**src/rtl/mux_tree_pipe.sv**
```systemverilog
// Pipelined N:1 multiplexer built as a binary 2:1 reduction tree, one register stage per select bit,
// with valid/ready flow control. Define MUX_TREE_PIPE_SEL_CHECK_EN to add the sticky sel_err output.
module mux_tree_pipe #(
  parameter int WIDTH      = 8,
  parameter int NUM_INPUTS = 8,
  localparam int SEL_W     = $clog2(NUM_INPUTS)
) (
  input  logic                        clk,
  input  logic                        rst,
  input  logic [WIDTH*NUM_INPUTS-1:0] ins,
  input  logic [SEL_W-1:0]            sel,
  input  logic                        in_valid,
  output logic                        in_ready,
  output logic [WIDTH-1:0]            out,
  output logic                        out_valid,
  input  logic                        out_ready
`ifdef MUX_TREE_PIPE_SEL_CHECK_EN
  ,
  output logic                        sel_err
`endif
);

  localparam int LEVELS = SEL_W;

  logic advance_s;

  // The whole pipeline moves as one; a stalled full output freezes every stage.
  assign advance_s = out_ready | ~out_valid;
  assign in_ready  = advance_s;

  for (genvar k = 1; k <= LEVELS; k++) begin : g_stage
    localparam int IN_CNT   = (NUM_INPUTS + (1 << (k - 1)) - 1) >> (k - 1);
    localparam int OUT_CNT  = (NUM_INPUTS + (1 << k) - 1) >> k;
    localparam int SEL_IN_W = SEL_W - k + 1;

    logic [IN_CNT*WIDTH-1:0]  din_s;
    logic [SEL_IN_W-1:0]      sin_s;
    logic                     vin_s;
    wire  [OUT_CNT*WIDTH-1:0] nxt_s;
    logic [OUT_CNT*WIDTH-1:0] data_r;
    logic                     valid_r;

    if (k == 1) begin : g_src
      assign din_s = ins;
      assign sin_s = sel;
      assign vin_s = in_valid;
    end else begin : g_src
      assign din_s = g_stage[k-1].data_r;
      assign sin_s = g_stage[k-1].g_sel.sel_r;
      assign vin_s = g_stage[k-1].valid_r;
    end

    // A missing odd partner acts as a zero lane, which also makes out-of-range selects yield zero.
    for (genvar j = 0; j < OUT_CNT; j++) begin : g_pair
      if (2 * j + 1 < IN_CNT) begin : g_two
        assign nxt_s[j*WIDTH +: WIDTH] = sin_s[0] ? din_s[(2*j+1)*WIDTH +: WIDTH]
                                                  : din_s[(2*j)*WIDTH +: WIDTH];
      end else begin : g_one
        assign nxt_s[j*WIDTH +: WIDTH] = sin_s[0] ? {WIDTH{1'b0}}
                                                  : din_s[(2*j)*WIDTH +: WIDTH];
      end
    end

    // Stage data/valid register; bubbles carry zero data so the output is zero when not valid.
    always_ff @(posedge clk) begin
      if (rst) begin
        data_r  <= {(OUT_CNT*WIDTH){1'b0}};
        valid_r <= 1'b0;
      end else if (advance_s) begin
        data_r  <= vin_s ? nxt_s : {(OUT_CNT*WIDTH){1'b0}};
        valid_r <= vin_s;
      end else begin
        data_r  <= data_r;
        valid_r <= valid_r;
      end
    end

    if (k < LEVELS) begin : g_sel
      logic [SEL_W-k-1:0] sel_r;

      // Carry the select bits still needed by later stages.
      always_ff @(posedge clk) begin
        if (rst) begin
          sel_r <= {(SEL_W-k){1'b0}};
        end else if (advance_s) begin
          sel_r <= sin_s[SEL_IN_W-1:1];
        end else begin
          sel_r <= sel_r;
        end
      end
    end
  end

  assign out       = g_stage[LEVELS].data_r;
  assign out_valid = g_stage[LEVELS].valid_r;

`ifdef MUX_TREE_PIPE_SEL_CHECK_EN
  localparam logic [SEL_W:0] NUM_IN_W = (SEL_W + 1)'(NUM_INPUTS);

  logic bad_accept_s;
  logic sel_err_r;

  assign bad_accept_s = in_valid & advance_s & ({1'b0, sel} >= NUM_IN_W);

  // Sticky out-of-range flag; only reset clears it and reset wins over a same-edge bad accept.
  always_ff @(posedge clk) begin
    if (rst) begin
      sel_err_r <= 1'b0;
    end else if (bad_accept_s) begin
      sel_err_r <= 1'b1;
    end else begin
      sel_err_r <= sel_err_r;
    end
  end

  assign sel_err = sel_err_r;
`endif

endmodule

```
**config.mk**
```make
export PLATFORM = sky130hd
export DESIGN_NAME = mux_tree_pipe
export DESIGN_NICKNAME = d
export VERILOG_FILES = /design/src/rtl/mux_tree_pipe.sv
export SDC_FILE = /design/constraint.sdc
export NUM_CORES = 1
export LEC_CHECK = 0
export BUFFER_PORTS_ARGS = -buffer_cell sky130_fd_sc_hd__buf_2
export CORE_ASPECT_RATIO = 2
export CORE_MARGIN = 1
export CORE_UTILIZATION = 25
export DETAILED_ROUTE_END_ITERATION = 6
export PLACE_DENSITY_LB_ADDON = 0.1
export SYNTH_ARGS = -nofsm -noshare
export SYNTH_HDL_FRONTEND = slang
export SYNTH_SLANG_ARGS = --single-unit
```
**constraint.sdc**
```tcl
create_clock -name clk -period 2.4 [get_ports clk]
set_input_delay 0.12 -clock clk [delete_from_list [all_inputs] [get_ports clk]]
set_output_delay 0.12 -clock clk [all_outputs]
set_load 0.01 [all_outputs]
```
## Word-level counts from Yosys, hierarchy flattened

Index checks and enable logic that the tools add are counted.

- Output and inout bits: 10
- Register bits after elaboration: 62
- Logic and storage cells: 20

- Bitwise logic cells: 2
- Mux-type cells: 10

Operators by type and width:

| kind | number |
|---|---|
| 8-bit 2-to-1 mux | 8 |
| 32-bit 2-to-1 mux | 1 |
| 16-bit 2-to-1 mux | 1 |
| 1-bit inverter | 1 |
| 1-bit OR | 1 |

## Depth between registers and ports, before layout

Gate-level depths: netlist (run 1).

- Word-level depth: 2
- Mapped depth: 7
- Depth with buffers taken out: 4

## Worst setup path before layout (run 1)

OpenSTA, ideal clock, no wires.

- Path kind: reg2reg
- From: register g_stage[3].valid_r (netlist: out_valid)
- To: register g_stage[1].data_r[10]
- Arrival: 1.144 ns
- Setup slack: 1.188 ns
- Required time: 2.332 ns
- Buffers on the path: 3
- Stages on the path, launching flop included: 8
- Cell sequence: dfxtp_1 nor2b_4 buf_6 inv_8 nor2_8 buf_12 buf_8 o2bb2ai_2

- Longest elaborated chain between the ends: 2

RTL lines:

| what | line | RTL |
|---|---|---|
| start: declaration | 41 | `logic valid_r;` |
| start signal: assignment | 71 | `valid_r <= vin_s;` |
| start signal: assignment | 74 | `valid_r <= valid_r;` |
| 1-bit inverter | 28 | `assign advance_s = out_ready \| ~out_valid;` |
| 1-bit OR | 28 |  |
| net in_ready | 13 | `output logic in_ready,` |
| end signal: assignment | 67 | `data_r <= {(OUT_CNT*WIDTH){1'b0}};` |
| end signal: assignment | 70 | `data_r <= vin_s ? nxt_s : {(OUT_CNT*WIDTH){1'b0}};` |
| end signal: assignment | 73 | `data_r <= data_r;` |
| end: declaration | 40 | `logic [OUT_CNT*WIDTH-1:0] data_r;` |

The timed path passes the listed nets, and every way through them passes these cells.
A chain may end at the register's enable or synchronous reset.

## Worst setup path in the final report (run 1)

- From: register g_stage[3].valid_r (netlist: out_valid)
- To: register g_stage[2].data_r[1]

- Longest elaborated chain between the ends: 2

RTL lines:

| what | line |
|---|---|
| 1-bit inverter | 28 |
| 1-bit OR | 28 |
| end signal: assignment | 67 |
| end signal: assignment | 70 |
| end signal: assignment | 73 |
| end: declaration | 40 |

No other way between the ends.

==> results of run 1 <==
-- registers in the layout (all words and copies together), names as in the netlist --
signal               cells
g_stage.valid_r          2
out                      8
out_valid                1
g_stage.g_sel.sel_r      3
g_stage.data_r          48
-- layout make-up --
| class | count | share of cell area (%) |
|---|---|---|
| timing repair buffer | 83 | 12.2 |
| clock buffer | 11 | 7.06 |
| inverter | 1 | 0.314 |
| multi-input combinational | 134 | 37.3 |
| clock inverter | 5 | 3.60 |
| tap | 140 | 4.89 |
| sequential | 62 | 34.6 |
-- worst min-delay path, cell delays in order --
cell and delay [ns]:
buf_2 0.10, nand2_1 0.05, a21oi_1 0.05
-- power groups by stage --
stage	logic, mW	clock network [mW]	registers, mW
global placement	0.211	0	1.11
detailed placement	0.214	0	1.11
finish	0.207	1.65	1.09
floorplan	0.140	0	1.10
global route	0.229	1.72	1.10
CTS	0.214	1.69	1.09
-- metal layers --
| layer | global-route usage [%] | vias up | routed length [um] |
|---|---|---|---|
| li1 | - | 976 | - |
| met1 | 12.6 | 896 | 2770 |
| met2 | 20.7 | 48 | 3320 |
| met3 | 3.37 | 9 | 298 |
| met4 | 7.50 | 0 | 140 |
| met5 | 0 | - | 0 |
-- cells by family after synthesis --
kind of cell	Yosys count
AO/OA/AOI/OAI	61
buffers and inverters	20
flip-flops	62
multiplexers	56
AND/OR/NAND/NOR	17
-- placed cells by master (no fill, tap or decap), drive strengths merged --
cell,instances
nand2,10
dfxtp,62
inv,1
nor2b,1
mux2i,56
buf,83
nand3b,3
clkbuf,11
a21oi,5
nor2,3
clkinv,1
bufinv,4
o2bb2ai,56
-- path summary, 6_finish.rpt --
kind                            slack [ns]                               from  cells past startpoint                                      to
worst max-delay path                  0.82             out_valid$_SDFFE_PP0P_                      5       g_stage[2].data_r[1]$_SDFFE_PP0P_
worst min-delay path                  0.04                             sel[1]                      3  g_stage[1].g_sel.sel_r[0]$_SDFFE_PP0P_
worst max register to register        0.82             out_valid$_SDFFE_PP0P_                      5       g_stage[2].data_r[1]$_SDFFE_PP0P_
worst min register to register        0.46  g_stage[2].data_r[3]$_SDFFE_PP0P_                      1       g_stage[2].data_r[3]$_SDFFE_PP0P_
-- through the flow --
step	cell area, um2	setup WS, ns
finish	3580	0.822
global route	3580	0.701
CTS	3580	0.810
detailed placement	3200	0.832
floorplan	2780	1.19
global placement	3200	0.878
==> run metrics, run 1 <==
outcome finished clean; fin cells 436; FFs w/ async S/R, synth 0%; Pwr Density 822 nW/um2; complex-gate fraction of the synthesized area 23.3%; estimated wirelength of the detail-placed design 4650 um; total gr overflow 0; final-report hold violation count 0; WL per Instance 15.0 um; Cell Int Power 2.35 mW; Detailed Routing Iterations Pass 1 4; top cell type's share of synthesized area 44.7%; Cell Area, Synth 2780 um2; CP Buf/Inv Count 2; first-pass GRT wire length 9980 um; Fill cells 1,085; Worst Setup Start Kind flip-flop; Synth top cells by count dfxtp_1, mux2i_1, o2bb2ai_1, o2bb2ai_2, nand2_1; DIE HEIGHT 151 um; ys flop type dfxtp_1; Initial Utilization 25.5%; period utilization 65.7%; Largest stage delay, worst path 0.38 ns; proportion of power drawn by flip-flops and latches 37.1%; WS Path Type reg2reg; Yosys warnings 0; Final Util 32.9%; worst-margin pin slew 0.573 ns; most frequent cell after synthesis dfxtp_1; post-synth cell types 18; root buf cell clkbuf_16; fin. max-slew vios 0; Top-Level Pins 81; Hold Crit Class in2reg; syn avg cell area 12.8 um2; endpoints failing setup 0; multi-input combinational cell area 1340 um2; Core Region 10,900 um2; Synthesized Nets 287; NumNets Final 362; total CTS buffers 9; GRT Overall Usage 11.9%; clk_skew 0.00226 ns; initial antenna violation count 0; CP endpoint kind flip-flop; Final Total Pwr 2.94 mW; clock power share 55.9%; Slowest-stage cell, CP nor2_8; final RePlAce weighted congestion 0.647; Post-CTS Resized 0; Peak VDD IR 0.414 mV; Pleak 1.49 nW; post-synthesis mux area share 20.2%; adder-cell share of the synthesized area 0%; # Max-Cap Violations 0; die area 11,600 um2; worst path required time 2.66 ns; minimum clock period 1.58 ns; post-DR vias/cell 4.42; Synth area leaders dfxtp_1, mux2i_1, o2bb2ai_2; P&R area growth vs syn 29.1%; Total Wirelength 6530 um; synthesized flop and latch total 62; Fmax achieved 634 MHz; final hold slack 0.0400 ns; largest net degree at the start of global routing 33; simple-gate portion of the synthesized area 4.69%; FP Rows 54; max_slew headroom 61.8%; CTS Buffer Depth 2; area leader, netlist dfxtp_1; clock tree from TritonCTS built; main combinational cell family by area after synthesis compound AO/OA/AOI/OAI gates; Chip Width 76.5 um; Worst-path clk slew 0.05 ns; remaining antenna violation count 0; Post-CTS Setup Inserts 0; DRC errors left 0; drt first-iter violations 65; number of synthesized flops with an enable pin 0; critical path's top delay family simple AND/OR/NAND/NOR gates; XOR/XNOR Fraction of Synth Area 0%; IO buf count 80; DR vias 1,929; Storage cell area 1240 um2; Max FO, Critical Path 32; dpl cells 420; hold_buf cts 0; sw frac 20.3%; post-synthesis sequential area ratio 44.7%; clk sinks 62; combinational share of power 7.0%; CP Cell Sequence nor2b_4 -> inv_8 -> nor2_8 -> buf_12 -> o2bb2ai_1; Clk Latency, worst-skew pair 0.33 ns; ANT cells 0; htree depth 3; Net Sw Power 0.596 mW; Syn Inst Count 216; critical path arrival 1.83 ns; vias in the first global route 1,893; share of cells above drive strength 1 42.6%; setup TNS 0 ns; RSZ-0062 raised after global routing false
(Power assumes the default switching activity.)
==> inputs of run 2 (changes only) <==
Clock period 2.4 ns to 1.48 ns, I/O delays scaled along.
==> run 2 against run 1 <==
Clock-buffer cell count is 4 higher; via count is 0.16% lower; critical endpoint is now g_stage[1].data_r[29]$_SDFFE_PP0P_; largest power group unchanged; register-to-register slack worse by 0.60 ns.
==> run metrics, run 2 (synthesis results as in run 1) <==
Post-CTS Resized 0 (unchanged); final-report hold violation count 0 (unchanged); estimated wirelength of the detail-placed design 4780 um (was 4650 um); drt first-iter violations 46 (was 65); Chip Width 76.5 um (unchanged); die area 11,600 um2 (unchanged); largest net degree at the start of global routing 33 (unchanged); critical path arrival 1.51 ns (was 1.83 ns); Detailed Routing Iterations Pass 1 4 (unchanged); Worst-path clk slew 0.05 ns (about the same); first-pass GRT wire length 10,300 um (was 9980 um); Fill cells 1,138 (was 1,085); post-route worst setup slack 0.220 ns (was 0.822 ns); Top reg by flops g_stage.data_r (unchanged); max reg flops 48 (unchanged); Clk Latency, worst-skew pair 0.33 ns (about the same); multi-input combinational cell area 1340 um2 (unchanged); P&R area growth vs syn 28.7% (was 29.1%); Hold Crit Class in2reg (unchanged); clock power share 48.3% (was 55.9%); period utilization 85.1% (was 65.7%); R2R Path Start out_valid$_SDFFE_PP0P_ (unchanged); CP Cell Sequence nor2b_4 -> inv_8 -> nor2_8 -> buf_12 -> o2bb2ai_1 (unchanged); final hold slack 0.0183 ns (was 0.0400 ns); worst path required time 1.73 ns (was 2.66 ns); Pwr Density 1150 nW/um2 (was 822 nW/um2); WS Path Type reg2reg (unchanged); post-DR vias/cell 4.39 (was 4.42); CP startpoint out_valid$_SDFFE_PP0P_ (unchanged); FP Rows 54 (unchanged); Slowest-stage cell, CP dfxtp_1 (was nor2_8); initial antenna violation count 0 (unchanged); remaining antenna violation count 0 (unchanged); total gr overflow 0 (unchanged); Peak VDD IR 0.592 mV (was 0.414 mV); root buf cell clkbuf_16 (unchanged); Cell Int Power 3.22 mW (was 2.35 mW); DRC errors left 0 (unchanged); Max FO, Critical Path 31 (was 32); vias in the first global route 1,963 (was 1,893); hold_buf cts 1 (was 0); Pleak 1.48 nW (was 1.49 nW); critical path's top delay family simple AND/OR/NAND/NOR gates (unchanged); max_slew headroom 78.1% (was 61.8%); htree depth 3 (unchanged); clk_skew 0.00601 ns (was 0.00226 ns); Post-CTS Setup Inserts 0 (unchanged); DIE HEIGHT 151 um (unchanged); Top-Level Pins 81 (unchanged); fin. max-slew vios 0 (unchanged); clk sinks 62 (unchanged); total CTS buffers 9 (unchanged); proportion of power drawn by flip-flops and latches 43.0% (was 37.1%); Final Total Pwr 4.12 mW (was 2.94 mW); Net Sw Power 0.895 mW (was 0.596 mW); commonest non-fill, non-tap cell in the layout buf_2 (unchanged); most frequent cells in the layout buf_2, dfxtp_1, mux2i_1 (unchanged); Storage cell area 1240 um2 (unchanged); Total Wirelength 6570 um (was 6530 um); HP Start ins[7] (was sel[1]); clock tree from TritonCTS built (unchanged); ANT cells 0 (unchanged); CTS Buffer Depth 2 (unchanged); share of cells above drive strength 1 42.1% (was 42.6%); combinational share of power 8.7% (was 7.0%); WL per Instance 15.0 um (about the same); NumNets Final 366 (was 362); CP Buf/Inv Count 2 (unchanged); minimum clock period 1.26 ns (was 1.58 ns); RSZ-0062 raised after global routing false (unchanged); CP endpoint kind flip-flop (unchanged); Largest stage delay, worst path 0.33 ns (was 0.38 ns); worst-margin pin slew 0.328 ns (was 0.573 ns); DR vias 1,926 (was 1,929); GRT Overall Usage 12.2% (was 11.9%); Fmax achieved 794 MHz (was 634 MHz); Core Region 10,900 um2 (unchanged); outcome finished clean (unchanged); sw frac 21.7% (was 20.3%); # Max-Cap Violations 0 (unchanged); Worst Setup Start Kind flip-flop (unchanged); Initial Utilization 25.5% (unchanged); Post-Place Worst Slack 0.216 ns (was 0.832 ns); final RePlAce weighted congestion 0.636 (was 0.647); IO buf count 80 (unchanged); endpoints failing setup 0 (unchanged); setup TNS 0 ns (unchanged)
==> run 2: changes by cell type in the layout (fill, tap and decap cells not counted) <==
cell	change
buf_12	+4
buf_4	-1
bufinv_16	-4
clkbuf_1	+2
clkbuf_8	+2
clkinv_4	-1
dlygate4sd3_1	+1
==> run 2: final timing paths <==
kind	to	slack [ns]	depth (start not counted)
worst max register to register	g_stage[1].data_r[29]$_SDFFE_PP0P_	0.22	5
worst min-delay path	g_stage[1].data_r[7]$_SDFFE_PP0P_	0.02	3
worst min register to register	g_stage[2].data_r[1]$_SDFFE_PP0P_	0.46	1
worst max-delay path	g_stage[1].data_r[29]$_SDFFE_PP0P_	0.22	5
==> run 2: per-stage QoR <==
stage | util, % | area, um2 | cells
floorplan | - | 2780 | 216
global placement | 30.1 | 3270 | 423
detailed placement | 30.1 | 3270 | 423
CTS | 32.8 | 3570 | 439
global route | 32.8 | 3570 | 439
finish | 32.8 | 3570 | 439
==> run 2: worst reg2reg max path: cells and delay by family, from the launching register on <==
family	cells	cell delay, ns
and+or+nand+nor	2	0.40
AOI/OAI and AO/OA	1	0.15
buffers and inverters	2	0.31
DFF	1	0.33
==> run 2: layer usage <==
layer | track usage (%) | share of wire, % | up-vias
li1 | - | - | 984
met1 | 13.1 | 40 | 884
met2 | 20.9 | 53 | 47
met3 | 4.40 | 5.0 | 11
met4 | 6.35 | 2.1 | 0
met5 | 0 | 0 | -
==> run 2: final cells by class <==
class	count	share of cell area, %
clock buffer	15	8.06
inverter	1	0.315
multi-input combinational	134	37.5
sequential	62	34.8
tap	140	4.91
timing repair buffer	87	14.5
==> run 2: power by group through the flow <==
stage	Sequential (mW)	Clock [mW]	Combinational [mW]
detailed placement	1.80	0	0.369
global placement	1.80	0	0.363
CTS	1.77	2.05	0.371
floorplan	1.79	0	0.227
finish	1.77	1.99	0.358
global route	1.78	2.13	0.397
==> inputs of run 3 (changes only) <==
Clock period 1.48 ns to 1.3 ns, I/O delays scaled along.
==> run 3 against run 2 <==
Final area up 0.49%; hold slack got worse by 0.0075 ns; register-to-register slack lost 0.09 ns; via count up 0.99%; routed wire length fell by 2.0%; critical path depth is the same; sequential share of layout area shrank 0.17 points; first-iteration DRC count grew 100%; combinational power increased by 17%; cell count is 1.1% higher.
==> run metrics, run 3 (synthesis results as in run 1) <==
largest net degree at the start of global routing 33 (unchanged); RSZ-0062 raised after global routing false (unchanged); outcome finished clean (unchanged); FP Rows 54 (unchanged); clk sinks 62 (unchanged); first-pass GRT wire length 10,200 um (was 10,300 um); # Max-Cap Violations 0 (unchanged); fin. max-slew vios 0 (unchanged); worst-margin pin slew 0.292 ns (was 0.328 ns); clock tree from TritonCTS built (unchanged); setup TNS 0 ns (unchanged); root buf cell clkbuf_16 (unchanged); Clk Latency, worst-skew pair 0.32 ns (was 0.33 ns); minimum clock period 1.24 ns; final-report hold violation count 0 (unchanged); DR vias 1,945 (was 1,926); worst path required time 1.51 ns (was 1.73 ns); clk_skew 0.00324 ns (was 0.00601 ns); drt first-iter violations 94 (was 46); endpoints failing setup 0 (unchanged); Max FO, Critical Path 1 (was 31); CP endpoint kind flip-flop (unchanged); GRT Overall Usage 12.0% (was 12.2%); total CTS buffers 9 (unchanged); IO buf count 80 (unchanged); ANT cells 0 (unchanged); hold_buf cts 4 (was 1); period utilization 95.6%; P&R area growth vs syn 29.3% (was 28.7%); fin cells 444 (was 439); initial antenna violation count 0 (unchanged); Detailed Routing Iterations Pass 1 4 (unchanged); dpl cells 424 (was 423); Fmax achieved 804 MHz; Final Total Pwr 4.55 mW (was 4.12 mW); CTS Buffer Depth 2 (unchanged); Post-CTS Setup Inserts 0 (unchanged); Chip Width 76.5 um (unchanged); htree depth 3 (unchanged); Peak VDD IR 0.732 mV (was 0.592 mV); remaining antenna violation count 0 (unchanged); DRC errors left 0 (unchanged); CP Cell Sequence dlygate4sd3_1 -> buf_2 -> mux2i_1 -> dlygate4sd3_1 -> o2bb2ai_2 (was nor2b_4 -> inv_8 -> nor2_8 -> buf_12 -> o2bb2ai_1); CP most frequent cell dlygate4sd3_1; post-DR vias/cell 4.38 (was 4.39); final RePlAce weighted congestion 0.687 (was 0.636); vias in the first global route 1,950 (was 1,963); Hold Crit Class in2reg (unchanged); Pleak 1.49 nW (was 1.48 nW); share of cells above drive strength 1 42.4% (was 42.1%); WS Path Type in2reg (was reg2reg); total gr overflow 0 (unchanged); Total Wirelength 6450 um (was 6570 um); final hold slack 0.0108 ns (was 0.0183 ns); Top-Level Pins 81 (unchanged); Core Region 10,900 um2 (unchanged); Post-CTS Resized 0 (unchanged); most frequent cells in the layout buf_2, dfxtp_1, mux2i_1 (unchanged); DIE HEIGHT 151 um (unchanged); WL per Instance 14.5 um (was 15.0 um); max reg flops 48 (unchanged); Final Util 33.0% (was 32.8%); Worst Setup Start Kind input port (was flip-flop); NumNets Final 370 (was 366); max_slew headroom 80.0% (was 78.1%); estimated wirelength of the detail-placed design 4640 um (was 4780 um); commonest non-fill, non-tap cell in the layout buf_2 (unchanged); Pwr Density 1270 nW/um2 (was 1150 nW/um2); critical path arrival 1.45 ns (was 1.51 ns); Worst-path clk slew 0.05 ns (about the same); Largest stage delay, worst path 0.58 ns (was 0.33 ns); Slowest-stage cell, CP dlygate4sd3_1 (was dfxtp_1); Top reg by flops g_stage.data_r (unchanged); die area 11,600 um2 (unchanged); Initial Utilization 25.5% (unchanged)
## run 3: cell types whose count changed in the layout (fill, tap and decap cells not counted), sizes merged
cell	change
clkbuf	-4
dlygate4sd3	+3
clkinv	+5
buf	+1
## run 3: cell type report
type,instances,area (um2)
Fill cell,1119,7290
Tap cell,140,175
Multi-Input combinational cell,134,1340
Clock inverter,5,25.0
Inverter,1,11.3
Sequential cell,62,1240
Timing Repair Buffer,91,556
Clock buffer,11,243
## run 3: final timing paths
check / start / endpoint / slack, ns / cells past startpoint
worst max register to register: out_valid$_SDFFE_PP0P_ / g_stage[1].data_r[25]$_SDFFE_PP0P_ / 0.13 / 5
worst max-delay path: ins[28] / g_stage[1].data_r[12]$_SDFFE_PP0P_ / 0.06 / 5
worst min register to register: out[1]$_SDFFE_PP0P_ / out[1]$_SDFFE_PP0P_ / 0.46 / 1
worst min-delay path: ins[0] / g_stage[1].data_r[0]$_SDFFE_PP0P_ / 0.01 / 3
## run 3: report_power, final
group	switching (mW)	total [mW]	internal, mW
combinational	0.199	0.419	0.219
sequential	0.0416	2.01	1.97
clock	0.795	2.12	1.32
## run 3: worst max-delay path, delay by kind of cell
kind | cells | cell delay (ns)
multiplexers | 1 | 0.11
buffers and inverters | 3 | 1.24
AO/OA/AOI/OAI | 1 | 0.05
## run 3: stage by stage
step           area (um2)  setup slack [ns]
6_report             3590            0.0567
5_1_grt              3590           0.00449
4_1_cts              3590            0.0712
3_5_place_dp         3280             0.158
3_3_place_gp         3280             0.184
2_1_floorplan        2780            0.0883
## run 3: layer usage
metal,up-vias,routed length [um],GRT usage [%]
li1,992,-,-
met1,901,2670,12.8
met2,43,3350,20.8
met3,9,266,3.73
met4,0,155,6.92
met5,-,0,0
